<file path="src/rtl/fifo_serializer.sv">
// fifo_serializer
//   Drains a synchronous FIFO one wide word at a time and replays each word as
//   RATIO narrow beats on a valid/ready stream. The word is copied into a local
//   register on pop, so the FIFO is popped exactly once per word regardless of
//   downstream back-pressure. Consecutive words stream without a bubble.
//
// Ports
//   clk_i         clock
//   rst_ni        asynchronous active-low reset
//   clr_i         synchronous clear, discards any partially sent word
//   fifo_empty_i  FIFO empty flag
//   fifo_data_i   FIFO head word (IN_WIDTH)
//   fifo_pop_o    pop FIFO head (combinational from empty/ready/clr)
//   valid_o       output beat valid
//   ready_i       downstream accepts beat
//   data_o        output beat (OUT_WIDTH)
//   last_o        final beat of the current word
//   busy_o        word register holds an unfinished word
module fifo_serializer #(
    parameter int OUT_WIDTH = 8,
    parameter int RATIO     = 4,
    parameter bit MSB_FIRST = 1'b0,
    parameter int IN_WIDTH  = OUT_WIDTH * RATIO
) (
    input  logic                 clk_i,
    input  logic                 rst_ni,
    input  logic                 clr_i,
    input  logic                 fifo_empty_i,
    input  logic [IN_WIDTH-1:0]  fifo_data_i,
    output logic                 fifo_pop_o,
    output logic                 valid_o,
    input  logic                 ready_i,
    output logic [OUT_WIDTH-1:0] data_o,
    output logic                 last_o,
    output logic                 busy_o
);

    localparam int               CNT_W    = $clog2(RATIO);
    localparam logic [CNT_W-1:0] CNT_LAST = CNT_W'(RATIO - 1);

    typedef enum logic [0:0] {
        ST_IDLE = 1'b0,
        ST_SEND = 1'b1
    } state_e;

    state_e               state_r;
    logic [CNT_W-1:0]     cnt_r;
    logic [IN_WIDTH-1:0]  word_r;

    logic                 send_s;
    logic                 hs_s;
    logic                 at_last_s;
    logic                 load_s;
    logic [CNT_W-1:0]     sel_s;

    // Handshake, load decision and FIFO pop; pop is masked by clear so a word
    // is never taken from the FIFO in a cycle whose capture is discarded.
    always_comb begin
        send_s     = (state_r == ST_SEND);
        hs_s       = send_s & ready_i;
        at_last_s  = (cnt_r == CNT_LAST);
        load_s     = ~fifo_empty_i & (~send_s | (hs_s & at_last_s));
        fifo_pop_o = load_s & ~clr_i;
    end

    // Slice select; in IDLE the mux parks on slice 0 so data_o stays quiet.
    always_comb begin
        sel_s = CNT_W'(0);
        if (!send_s) begin
            sel_s = CNT_W'(0);
        end else if (MSB_FIRST) begin
            sel_s = CNT_LAST - cnt_r;
        end else begin
            sel_s = cnt_r;
        end
    end

    // Output decode; every output depends on registers only (no ready_i path).
    always_comb begin
        valid_o = send_s;
        busy_o  = send_s;
        last_o  = send_s & at_last_s;
        data_o  = word_r[sel_s*OUT_WIDTH +: OUT_WIDTH];
    end

    // State, beat counter and word register.
    always_ff @(posedge clk_i or negedge rst_ni) begin
        if (!rst_ni) begin
            state_r <= ST_IDLE;
            cnt_r   <= CNT_W'(0);
            word_r  <= '0;
        end else if (clr_i) begin
            state_r <= ST_IDLE;
            cnt_r   <= CNT_W'(0);
            word_r  <= '0;
        end else if (load_s) begin
            // Covers both the first word from IDLE and the seamless follow-on
            // word taken on the final-beat handshake.
            state_r <= ST_SEND;
            cnt_r   <= CNT_W'(0);
            word_r  <= fifo_data_i;
        end else if (hs_s) begin
            if (at_last_s) begin
                state_r <= ST_IDLE;
                cnt_r   <= CNT_W'(0);
            end else begin
                cnt_r   <= cnt_r + CNT_W'(1);
            end
        end else begin
            state_r <= state_r;
            cnt_r   <= cnt_r;
            word_r  <= word_r;
        end
    end

endmodule

</file>
<file path="config.mk">
export PLATFORM = sky130hd
export DESIGN_NAME = fifo_serializer
export DESIGN_NICKNAME = d
export VERILOG_FILES = /design/src/rtl/fifo_serializer.sv
export SDC_FILE = /design/constraint.sdc
export NUM_CORES = 1
export LEC_CHECK = 0
export ABC_CLOCK_PERIOD_IN_PS = 1350
export CORE_MARGIN = 4
export CORE_UTILIZATION = 41
export DETAILED_ROUTE_END_ITERATION = 10
export PLACE_DENSITY = 0.74
export SYNTH_ARGS = -nofsm -noshare
export SYNTH_HDL_FRONTEND = slang
export SYNTH_SLANG_ARGS = --single-unit
</file>
<file path="constraint.sdc">
create_clock -name clk_i -period 1.35 [get_ports clk_i]
set_input_delay 0.135 -clock clk_i [delete_from_list [all_inputs] [get_ports clk_i]]
set_output_delay 0.135 -clock clk_i [all_outputs]
set_load 0.005 [all_outputs]
</file>
### After elaboration in Yosys (flattened, before gate mapping)

Index checks and enable logic that the tools add are counted.

* flip-flop bits (word level): 35
* word-level logic and storage cells: 30
* bits of input ports: 37

* reductions and logical operators: 4
* shift operators: 1
* bitwise gates (word level): 9
* mux-type cells: 11
* $add $sub $neg: 1
* equality and inequality tests: 1

Operators with widths (count)
* 32-bit two-way mux: 2
* 32-bit by 6-bit variable part select with 8-bit output: 1
* 2-bit two-way mux: 5
* 3-bit nonzero test: 2
* 1-bit AND: 5
* 1-bit two-way mux: 4
* 1-bit NOT: 3
* 2-bit by 1-bit adder with 2-bit output, second input constant: 1
* 2-bit equality test, second input constant: 1
* 2-bit AND reduction: 1
* 2-bit nonzero test: 1
* 1-bit bitwise OR: 1

### Longest topological paths before layout

Gate-level depths: netlist of run 1.

* depth after elaboration: 6
* gate-level depth with buffers: 5
* mapped depth without buffers: 4

### Worst setup path before layout of run 1

OpenSTA, ideal clock, no wires.

* path type: reg-to-reg
* start point: register cnt_r[0]
* end point: register word_r[0]
* cell stages (with the launch flop): 6
* arrival: 1.346 ns
* path buffers: 1
* path slack: -0.117 ns
* cells stage by stage: dfrtp_1 ha_1 a21bo_4 nor3b_4 buf_6 a22o_1

* cells in the longest elaborated chain, start to end: 5

Ends and longest elaborated chain
* from (decl): line 47 `logic [CNT_W-1:0] cnt_r;`
* from (signal assigned): line 107 `cnt_r <= cnt_r + CNT_W'(1);`
* from (signal assigned): line 111 `cnt_r <= cnt_r;`
* 2-bit equality test: line 61 `at_last_s = (cnt_r == CNT_LAST);`
* 1-bit AND: line 62 `load_s = ~fifo_empty_i & (~send_s | (hs_s & at_last_s));`
* 1-bit bitwise OR: line 62
* 1-bit AND: line 62
* 2-bit nonzero test (no source line)
* to (signal assigned): line 101 `word_r <= fifo_data_i;`
* to (signal assigned): line 112 `word_r <= word_r;`
* to (decl): line 48 `logic [IN_WIDTH-1:0] word_r;`

No other way between the ends.
A chain may end at the register's enable or synchronous reset.

### Worst setup path after layout of run 1

* start point: register cnt_r[0]
* end point: output port data_o[3]

* cells in the longest elaborated chain, start to end: 2

Ends and longest elaborated chain
* 2-bit two-way mux: line 69 `if (!send_s) begin`
* 32-bit by 6-bit variable part select with 8-bit output: line 83 `data_o = word_r[sel_s*OUT_WIDTH +: OUT_WIDTH];`
* to (decl): line 33 `output logic [OUT_WIDTH-1:0] data_o,`

No other way between the ends.

==> key figures, run 1 <==
Synth
  • Synth Register Bits: 35
  • Yosys Warn Count: 0
  • Yosys cell types: 23
  • Seq/Total Area, Yosys: 55.2%
  • Mean Syn Cell Area: around 13 µm²
  • Top cell type's share of synthesized area: 55.2%
  • Syn Std Cell Area: 1590 µm²
  • Post-Synthesis Cells: between 100 and 150
  • Post-Syn Nets: 164
  • Top post-synthesis cells by area: dfrtp_1 55%, a22o_1 18%, mux2i_1 5.7%
  • Largest area contributor in the netlist: dfrtp_1

Placement
  • DP Area: 2210 µm²
  • IO buf count: 48
  • DP Wirelength: approximately 2.9 mm
  • Final GP Congestion: roughly 0.76
  • Place WS: -0.352 ns

Final layout
  • Fin area: 2570 µm²
  • Antenna cells: 0
  • Nets: between 200 and 250
  • Layout cell share with drive strength beyond 1: 33.2%
  • Area delta synth->final: 62.1%
  • Commonest non-fill, non-tap cells in the layout: 36 x clkdlybuf4s50_1, 32 x a22o_1, 32 x dfrtp_1
  • Commonest non-fill, non-tap cell in the layout: clkdlybuf4s50_1

Floorplanning
  • Rows: 22
  • DIE AREA: between 4000 and 5000 µm²
  • Die Ht: 70.2 µm
  • Core footprint: 3690 µm²
  • Starting Density: around 43%
  • Top Ports: 49
  • Die Span X: 70.2 µm

STA
  • Fmax: 575 MHz
  • Hold WS: roughly 0.22 ns
  • Final worst setup slack: -0.390 ns
  • Worst-margin pin slew: 0.278 ns
  • RSZ-0062 raised after global routing: true
  • Final Hold Fails: 0
  • Setup clock skew after layout: 0.00517 ns
  • Final setup vio count: 44
  • Final Max Tran Viols: 0
  • Crit share post-route: 129%
  • Slew margin rel.: 80.9%
  • Tmin final: 1.74 ns

Global routing
  • Antenna violations before repair: 0
  • Total gr overflow: 0
  • Vias in the first global route: 1587
  • Gr usage total: between 20% and 30%
  • Global-route wire length before repair: slightly above 8 mm
  • Largest net degree at the start of global routing: 36

Worst setup path
  • WP data arrival: around 1.6 ns
  • Crit path capture type: output pin
  • CP Launch Point: cnt_r[0]
  • CP dominant cell by count: buf_6
  • WS Path Type: flop to output pin
  • Crit path cell chain: buf_6 > buf_6 > mux2i_2 > o22ai_1 > a21o_1 > buf_2
  • Levels on crit path: 6
  • Worst Path Max Fanout: 5
  • CP startpoint kind: flop
  • Slowest cell on crit path: dfrtp_2
  • Reg2reg setup slack: -0.28 ns
  • Required time of the critical path: roughly 1.2 ns
  • CP top delay family: flip-flops
  • Worst r2r path cells: 7
  • End of the critical path: data_o[3]
  • Worst reg2reg path endpoint: cnt_r[1]
  • CP Buf/Inv Count: 3
  • Crit-path max cell delay: 0.47 ns
  • Reg2reg start: cnt_r[0]

Clock network
  • Cts hold-fix bufs: 0
  • Clock Sink Count: 35
  • Num CTS Buffers: 5
  • Clock-pin slew on the worst setup and hold paths: 0.07 ns
  • Clock Latency Late Sink: 0.29 ns
  • CTS tree: built
  • Clock Tree Root: clkbuf_8
  • H-tree depth: 2
  • Clk buf depth: 2

Status
  • Violated checks: negative setup slack
  • Outcome: finished with violations

Drt
  • Total wire length: between 4 and 5 mm
  • Routed len/inst: 19.1 µm
  • Final ANT Viol Nets: 0
  • Via count: 1402
  • Vias/cell: 5.54
  • DR pass1 iterations: 4
  • DRC: 0
  • Iteration-0 DRC Markers: 55

Power
  • VDD IR-drop max: 0.000605 V
  • Clock network power share: 31.9%
  • Gate power share: between 10% and 20%
  • P_leak: 0.00121 µW
  • Switching portion of total power: about 24%
  • PD cells: 929 nW/µm²
  • Switch Pwr: 585 µW
  • Total power: 2390 µW
  • Int Pwr: 1810 µW
  • Seq pwr share: between 40% and 50%

Job
  • Max-cap viol count: 0

Worst hold path
  • HP Class: input port to async pin
## flip-flops by register name, indices dropped and copies added (netlist names)
signal  flops
busy_o      1
cnt_r       2
word_r     32
## timing repair
item / CTS / global route
setup buffers: 14 / 4
resized for setup: 80 / 10
hold endpoints to repair: 0 / 0
gates cloned: 2 / 0
pin swaps: 14 / 8
setup endpoints to repair: 46 / 44
## worst reg2reg max path, stage by stage, from the launching register on
cell,delay [ns]
dfrtp_2,0.47
ha_4,0.19
a21bo_4,0.21
buf_6,0.12
a21oi_4,0.16
buf_12,0.15
buf_6,0.10
a21boi_2,0.15
## power groups by stage
| stage | sequential [µW] | clock [µW] | combinational, µW |
|---|---|---|---|
| floorplan | 1150 | 0 | 164 |
| global placement | 1170 | 0 | 375 |
| detailed placement | 1170 | 0 | 383 |
| CTS | 1150 | 763 | 471 |
| global route | 1160 | 819 | 506 |
| finish | 1160 | 762 | 473 |
## worst min path at each step
stage	startpoint	to	slack, ns	depth (start not counted)
after detailed placement	word_r[8]	word_r[8]	0.49	1
after CTS	rst_ni	word_r[1]	0.24	2
final	rst_ni	word_r[29]	0.22	2
after global placement	word_r[8]	word_r[8]	0.48	1
after floorplan	rst_ni	busy_o	-0.16	0
after global routing	rst_ni	word_r[21]	0.24	2
## routing by layer
layer	global-route usage (%)	vias up	share of wire [%]
li1	-	634	-
met1	27.0	700	42
met2	35.4	58	50
met3	6.33	10	6.0
met4	4.26	0	1.3
met5	0	-	0
## cells in the mapped netlist, drive strengths merged
master	instances
dfrtp	35
a22o	32
nand2	11
mux2i	9
a21o	8
buf	8
o22ai	8
a21oi	2
clkbuf	2
a21bo	1
a21boi	1
and2	1
ha	1
inv	1
nand2b	1
nand3	1
nor2	1
nor2b	1
nor3b	1
o21ai	1
## cells by family (layout without fill, tap and decap cells)
| kind of cell | count (synthesis) | in the layout | synth area share (%) |
|---|---|---|---|
| AO/OA/AOI/OAI | 53 | 53 | 27.8 |
| adder cells (fa/ha/maj) | 1 | 1 | 0.789 |
| buffers and inverters | 11 | 90 | 5.05 |
| flip-flops | 35 | 35 | 55.2 |
| multiplexers | 9 | 9 | 5.68 |
| AND/OR/NAND/NOR | 17 | 17 | 5.52 |
## layout make-up
class	count	area, µm²
Clock inverter	1	5.00
Tap cell	48	60.1
Clock buffer	6	82.6
Fill cell	255	1120
Multi-Input combinational cell	80	698
Inverter	1	3.75
Sequential cell	35	880
Timing Repair Buffer	82	843
## stage by stage
| step | cells | TNS (ns) | utilization, % |
|---|---|---|---|
| 2_1_floorplan | 126 | -2.27 | - |
| 3_3_place_gp | 231 | -10.07 | 59.9 |
| 4_1_cts | 254 | -10.79 | 69.7 |
| 3_5_place_dp | 231 | -11.63 | 59.9 |
| 6_report | 253 | -11.86 | 69.7 |
| 5_1_grt | 253 | -13.79 | 69.7 |
No activity file was read; power rests on OpenSTA's default activity.
==> run 2, diff against run 1 <==
--- a/config.mk
+++ b/config.mk
@@ -6,7 +6,7 @@
 export NUM_CORES = 1
 export LEC_CHECK = 0
 export ABC_CLOCK_PERIOD_IN_PS = 1350
-export CORE_MARGIN = 4
+export CORE_MARGIN = 3
 export CORE_UTILIZATION = 41
 export DETAILED_ROUTE_END_ITERATION = 10
 export PLACE_DENSITY = 0.74
==> key figures, run 2 (synthesis results as in run 1) <==
Status
  • Outcome: finished with violations
  • Violated checks: negative setup slack

Worst setup path
  • WP data arrival: 1.57 ns (-0.03 ns)
  • Worst r2r path cells: 8 (+1)
  • Reg2reg start: cnt_r[0]
  • Crit path cell chain: buf_6 > buf_6 > mux2i_2 > o22ai_1 > a21o_1 > buf_2
  • Reg2reg setup slack: -0.32 ns (-0.04 ns)
  • Crit path capture type: output pin
  • CP dominant cell by count: buf_6
  • Crit-path max cell delay: 0.44 ns (-0.03 ns)
  • Worst reg2reg path endpoint: word_r[5]
  • Required time of the critical path: 1.22 ns (about the same)
  • Worst Path Max Fanout: 5 (unchanged)
  • WS Path Type: flop to output pin
  • Slowest cell on crit path: dfrtp_2
  • CP startpoint kind: flop

Power
  • Seq pwr share: 49.6% (+1.3 points)
  • Clock network power share: 30.7% (-1.2 points)
  • Gate power share: 19.7% (about the same)
  • Total power: 2330 µW (-2.6%)
  • Int Pwr: 1760 µW (-2.6%)
  • PD cells: 931 nW/µm² (+0.14%)
  • P_leak: 0.00117 µW (-3.4%)
  • Switching portion of total power: 24.5% (about the same)
  • Switch Pwr: 570 µW (-2.7%)
  • VDD IR-drop max: 0.000610 V (+0.91%)

Drt
  • Routed len/inst: 18.1 µm (-5.3%)
  • DRC: 0 (unchanged)
  • Final ANT Viol Nets: 0 (unchanged)
  • Vias/cell: 5.47 (-1.3%)
  • Via count: 1351 (-3.6%)
  • Total wire length: 4.47 mm (-7.6%)
  • Iteration-0 DRC Markers: 92 (+67%)
  • DR pass1 iterations: 4 (unchanged)

Clock network
  • Cts hold-fix bufs: 0 (unchanged)
  • H-tree depth: 2 (unchanged)
  • Clk buf depth: 2 (unchanged)
  • CTS tree: built
  • Num CTS Buffers: 5 (unchanged)
  • Clock-pin slew on the worst setup and hold paths: 0.07 ns (about the same)
  • Clock Tree Root: clkbuf_8
  • Clock Sink Count: 35 (unchanged)
  • Clock Latency Late Sink: 0.28 ns (about the same)

STA
  • Final setup vio count: 44 (unchanged)
  • Fmax: 585 MHz (+1.8%)
  • Slew margin rel.: 82.9% (+2.0 points)
  • Tmin final: 1.71 ns (-0.0306 ns)
  • Worst-margin pin slew: 0.249 ns (-0.0294 ns)
  • Final Max Tran Viols: 0 (unchanged)
  • Final Hold Fails: 0 (unchanged)
  • Final worst setup slack: -0.359 ns (+0.0306 ns)
  • RSZ-0062 raised after global routing: true
  • Setup_tns: -13.37 ns (-1.51 ns)
  • Setup clock skew after layout: 0.00292 ns (-0.00225 ns)
  • Crit share post-route: 127% (-2.3 points)

Floorplanning
  • Rows: 21 (-4.5%)
  • Die Ht: 68.2 µm (-2.8%)
  • Die Span X: 68.2 µm (-2.8%)
  • Core footprint: 3520 µm² (-4.5%)
  • Starting Density: 45.1% (+2.0 points)
  • Top Ports: 49 (unchanged)
  • DIE AREA: 4650 µm² (-5.6%)

Global routing
  • Largest net degree at the start of global routing: 36 (unchanged)
  • Total gr overflow: 0 (unchanged)
  • Global-route wire length before repair: 6.77 mm (-16%)
  • Antenna violations before repair: 0 (unchanged)
  • Vias in the first global route: 1368 (-14%)
  • Gr usage total: 19.9% (-1.2 points)

Final layout
  • Layout cell share with drive strength beyond 1: 29.9% (-3.3 points)
  • Commonest non-fill, non-tap cell in the layout: clkdlybuf4s50_1
  • Max reg flops: 32 (unchanged)
  • Nets: 238 (-2.1%)
  • Top reg by flops: word_r
  • Antenna cells: 0 (unchanged)
  • Area delta synth->final: 57.6%
  • Commonest non-fill, non-tap cells in the layout: 36 x clkdlybuf4s50_1, 32 x a22o_1, 32 x dfrtp_1
  • FILL cells: 247 (-3.1%)

Placement
  • DP Wirelength: 2.83 mm (-2.4%)
  • Place WS: -0.362 ns (-0.00945 ns)
  • IO buf count: 48 (unchanged)
  • Final GP Congestion: 0.737 (-2.4%)

Job
  • Max-cap viol count: 0 (unchanged)

Worst hold path
  • HP Class: input port to async pin
-- run 2: cell count changes in the layout (fill, tap and decap cells not counted), moves of 2 or more --
cell and change:
buf_12 -2, buf_4 -2, buf_6 -4, clkbuf_1 +2
clkbuf_16 +2, clkdlybuf4s15_1 +2, dlygate4sd2_1 -2
-- run 2: timing repair --
action	in CTS	in global routing
pin swaps	11	14
gates resized for setup	67	9
endpoints found under the setup margin	46	44
gates cloned	1	3
buffers inserted	11	2
-- run 2: area by class of cell --
type | count | area [µm²] | share of cell area, %
inverters | 1 | 3.75 | 0.150
clock buffers | 7 | 76.3 | 3.05
repair buffers | 77 | 788 | 31.5
flip-flops and latches | 35 | 880 | 35.2
well taps | 46 | 57.6 | 2.30
multi-input cells | 80 | 691 | 27.6
clock inverters | 1 | 5.00 | 0.200
-- run 2: how the worst max path moves through the flow --
stage | cells after the start | startpoint | end | slack, ns
2_1_floorplan | 5 | cnt_r[1] | word_r[0] | -0.08
3_3_place_gp | 5 | cnt_r[0] | data_o[6] | -0.32
3_5_place_dp | 5 | cnt_r[0] | data_o[6] | -0.36
4_1_cts | 8 | cnt_r[0] | word_r[5] | -0.37
5_1_grt | 6 | cnt_r[0] | data_o[2] | -0.42
6_report | 6 | cnt_r[0] | data_o[2] | -0.36
-- run 2: worst max-delay path, delay by kind of cell, from the launching register on --
kind / cells / cell delay, ns
mux: 1 / 0.18
flops: 1 / 0.44
buf+inv: 3 / 0.38
compound gates: 2 / 0.28
-- run 2: power by group through the flow --
stage | logic [µW] | registers, µW | clock network, µW
after floorplan | 164 | 1150 | 0
after detailed placement | 391 | 1170 | 0
after CTS | 435 | 1150 | 731
after global routing | 491 | 1160 | 774
final | 458 | 1150 | 716
after global placement | 381 | 1160 | 0
-- run 2: metrics by stage --
step | utilization (%) | std cells | hold slack [ns] | cell area [µm²]
floorplan | - | 126 | -0.161 | 1590
global placement | 62.5 | 225 | 0.484 | 2200
detailed placement | 62.5 | 225 | 0.481 | 2200
CTS | 69.3 | 245 | 0.228 | 2440
global route | 71.0 | 247 | 0.231 | 2500
finish | 71.0 | 247 | 0.226 | 2500
-- run 2: routing by layer --
layer / track usage [%] / wire, µm
met1: 27.0 / 1970
met4: 5.21 / 13
met2: 32.0 / 2160
met5: 0 / 0
met3: 4.76 / 326
==> run 3, diff against run 2 <==
--- a/config.mk
+++ b/config.mk
@@ -6,7 +6,6 @@
 export NUM_CORES = 1
 export LEC_CHECK = 0
 export ABC_CLOCK_PERIOD_IN_PS = 1350
-export CORE_MARGIN = 3
 export CORE_UTILIZATION = 41
 export DETAILED_ROUTE_END_ITERATION = 10
 export PLACE_DENSITY = 0.74
==> key figures, run 3 (synthesis results as in run 1) <==
Status
  • Outcome: finished with violations
  • Violated checks: negative setup slack

Worst setup path
  • CP startpoint kind: flop
  • Slowest cell on crit path: dfrtp_2
  • Crit-path max cell delay: 0.46 ns (+0.02 ns)
  • Required time of the critical path: 1.22 ns (about the same)
  • Worst Path Max Fanout: 5 (unchanged)
  • CP dominant cell by count: buf_6
  • Crit path capture type: output pin
  • Crit path cell chain: buf_6 > buf_6 > mux2i_2 > o22ai_2 > a21o_1 > buf_2
  • WP data arrival: 1.62 ns (+0.05 ns)
  • CP Buf/Inv Count: 3 (unchanged)
  • CP top delay family: flip-flops
  • WS Path Type: flop to output pin

Clock network
  • Clock-pin slew on the worst setup and hold paths: 0.08 ns (about the same)
  • H-tree depth: 2 (unchanged)
  • Clock Latency Late Sink: 0.29 ns (about the same)
  • Clock Tree Root: clkbuf_8
  • CTS tree: built
  • Clock Sink Count: 35 (unchanged)
  • Num CTS Buffers: 5 (unchanged)
  • Clk buf depth: 2 (unchanged)

STA
  • Final Hold Fails: 0 (unchanged)
  • RSZ-0062 raised after global routing: true
  • Final worst setup slack: -0.407 ns (-0.0477 ns)
  • Final Max Tran Viols: 0 (unchanged)
  • Setup clock skew after layout: 0.0113 ns (+0.00840 ns)
  • Worst-margin pin slew: 0.297 ns (+0.0482 ns)
  • Crit share post-route: 130% (+3.5 points)
  • Fmax: 569 MHz (-2.7%)
  • Hold WS: 0.214 ns (-0.0118 ns)
  • Tmin final: 1.76 ns (+0.0477 ns)
  • Slew margin rel.: 79.6% (-3.3 points)
  • Setup_tns: -15.53 ns (-2.16 ns)
  • Final setup vio count: 44 (unchanged)

Global routing
  • Met3 Track Usage GR: 5.89% (+1.1 points)
  • Antenna violations before repair: 0 (unchanged)
  • Vias in the first global route: 1459 (+6.7%)
  • Met2 Usage GRT: 39.1% (+7.1 points)
  • Gr usage total: 24.1% (+4.2 points)
  • Grt peak-use layer: met2
  • Largest net degree at the start of global routing: 36 (unchanged)
  • Global-route wire length before repair: 7.42 mm (+9.6%)
  • Total gr overflow: 0 (unchanged)
  • Global-route track usage on met1: 31.6% (+4.6 points)

Placement
  • Final GP Congestion: 0.770 (+4.5%)
  • DP Wirelength: 2.84 mm (+0.19%)
  • IO buf count: 48 (unchanged)
  • Dpl cells: 227 (+0.89%)
  • Place WS: -0.336 ns (+0.0260 ns)

Power
  • VDD IR-drop max: 0.000722 V (+18%)
  • P_leak: 0.00126 µW (+8.0%)
  • PD cells: 996 nW/µm² (+7.0%)

Final layout
  • Top reg by flops: word_r
  • Nets: 250 (+5.0%)
  • Commonest non-fill, non-tap cells in the layout: 36 x clkdlybuf4s50_1, 33 x dfrtp_1, 32 x a22o_1
  • Fin cells: 261 (+5.7%)
  • Layout cell share with drive strength beyond 1: 37.1% (+7.2 points)
  • Antenna cells: 0 (unchanged)
  • Max reg flops: 32 (unchanged)
  • Area delta synth->final: 68.2%
  • Commonest non-fill, non-tap cell in the layout: clkdlybuf4s50_1
  • Layout Utilization: 72.4% (+1.3 points)

Worst hold path
  • HP Class: input port to async pin

Floorplanning
  • Starting Density: 43.0% (-2.0 points)
  • Core footprint: 3690 µm² (+4.8%)
  • DIE AREA: 4120 µm² (-11%)
  • Die Span X: 64.2 µm (-5.9%)
  • Rows: 22 (+4.8%)
  • Die Ht: 64.2 µm (-5.9%)
  • Top Ports: 49 (unchanged)

Job
  • Max-cap viol count: 0 (unchanged)

Drt
  • Iteration-0 DRC Markers: 69 (-25%)
  • DRC: 0 (unchanged)
  • Total wire length: 5.42 mm (+21%)
  • Via count: 1486 (+10%)
  • Final ANT Viol Nets: 0 (unchanged)
  • Vias/cell: 5.69 (+4.1%)
  • DR pass1 iterations: 4 (unchanged)
  • Routed len/inst: 20.8 µm (+15%)
## run 3: cell types whose count changed in the layout (fill, tap and decap cells not counted), sizes merged
| cell | delta |
|---|---|
| buf | +12 |
| clkdlybuf4s15 | -2 |
| bufinv | +1 |
| clkbuf | +1 |
## run 3: final cells by class
type / count / area [µm²]
fillers: 261 / 1020
repair buffers: 89 / 901
flip-flops and latches: 35 / 878
multi-input cells: 80 / 708
clock buffers: 6 / 82.6
well taps: 48 / 60.1
clock inverters: 2 / 35.0
inverters: 1 / 3.75
## run 3: power by group
group          leakage, µW  total, µW  switching [µW]  internal, µW
clock network    0.0000612        987             389           597
registers         0.000468       1160            49.0          1110
logic             0.000735        514             197           317
total              0.00126       2660             635          2020
## run 3: through the flow
stage | power (µW) | cell area, µm²
detailed placement | 1550 | 2190
finish | 2660 | 2670
floorplan | 1320 | 1590
global placement | 1540 | 2190
global route | 2750 | 2670
CTS | 2610 | 2540
## run 3: final timing paths
kind	start	to	slack (ns)	depth (start not counted)
setup / recovery	cnt_r[0]	data_o[1]	-0.41	6
hold / removal	rst_ni	busy_o	0.21	2
setup reg to reg	cnt_r[0]	word_r[31]	-0.40	7
hold reg to reg	word_r[0]	word_r[0]	0.51	1
max in group asynchronous	rst_ni	cnt_r[0]	0.93	2
min in group clk_i	fifo_data_i[25]	word_r[25]	0.45	2
## run 3: worst reg2reg max path, stage by stage, from the launching register on
cell and delay, ns:
dfrtp_2 0.46, ha_4 0.18, a21bo_4 0.21, buf_6 0.11
nor3b_4 0.15, buf_4 0.15, buf_12 0.14, a22o_1 0.22
## run 3: repair_timing
| item | CTS | global route |
|---|---|---|
| setup buffers | 16 | 8 |
| cloned | 3 | 3 |
| pin swaps | 14 | 14 |
| hold buffers | 0 | 0 |
| setup endpoints to repair | 46 | 44 |
| resized for setup | 70 | 20 |
## run 3: layer usage
metal  share of wire (%)  wire, µm
met2                  48      2610
met1                  42      2250
met3                 7.0       379
met5                   0         0
met4                 3.3       179
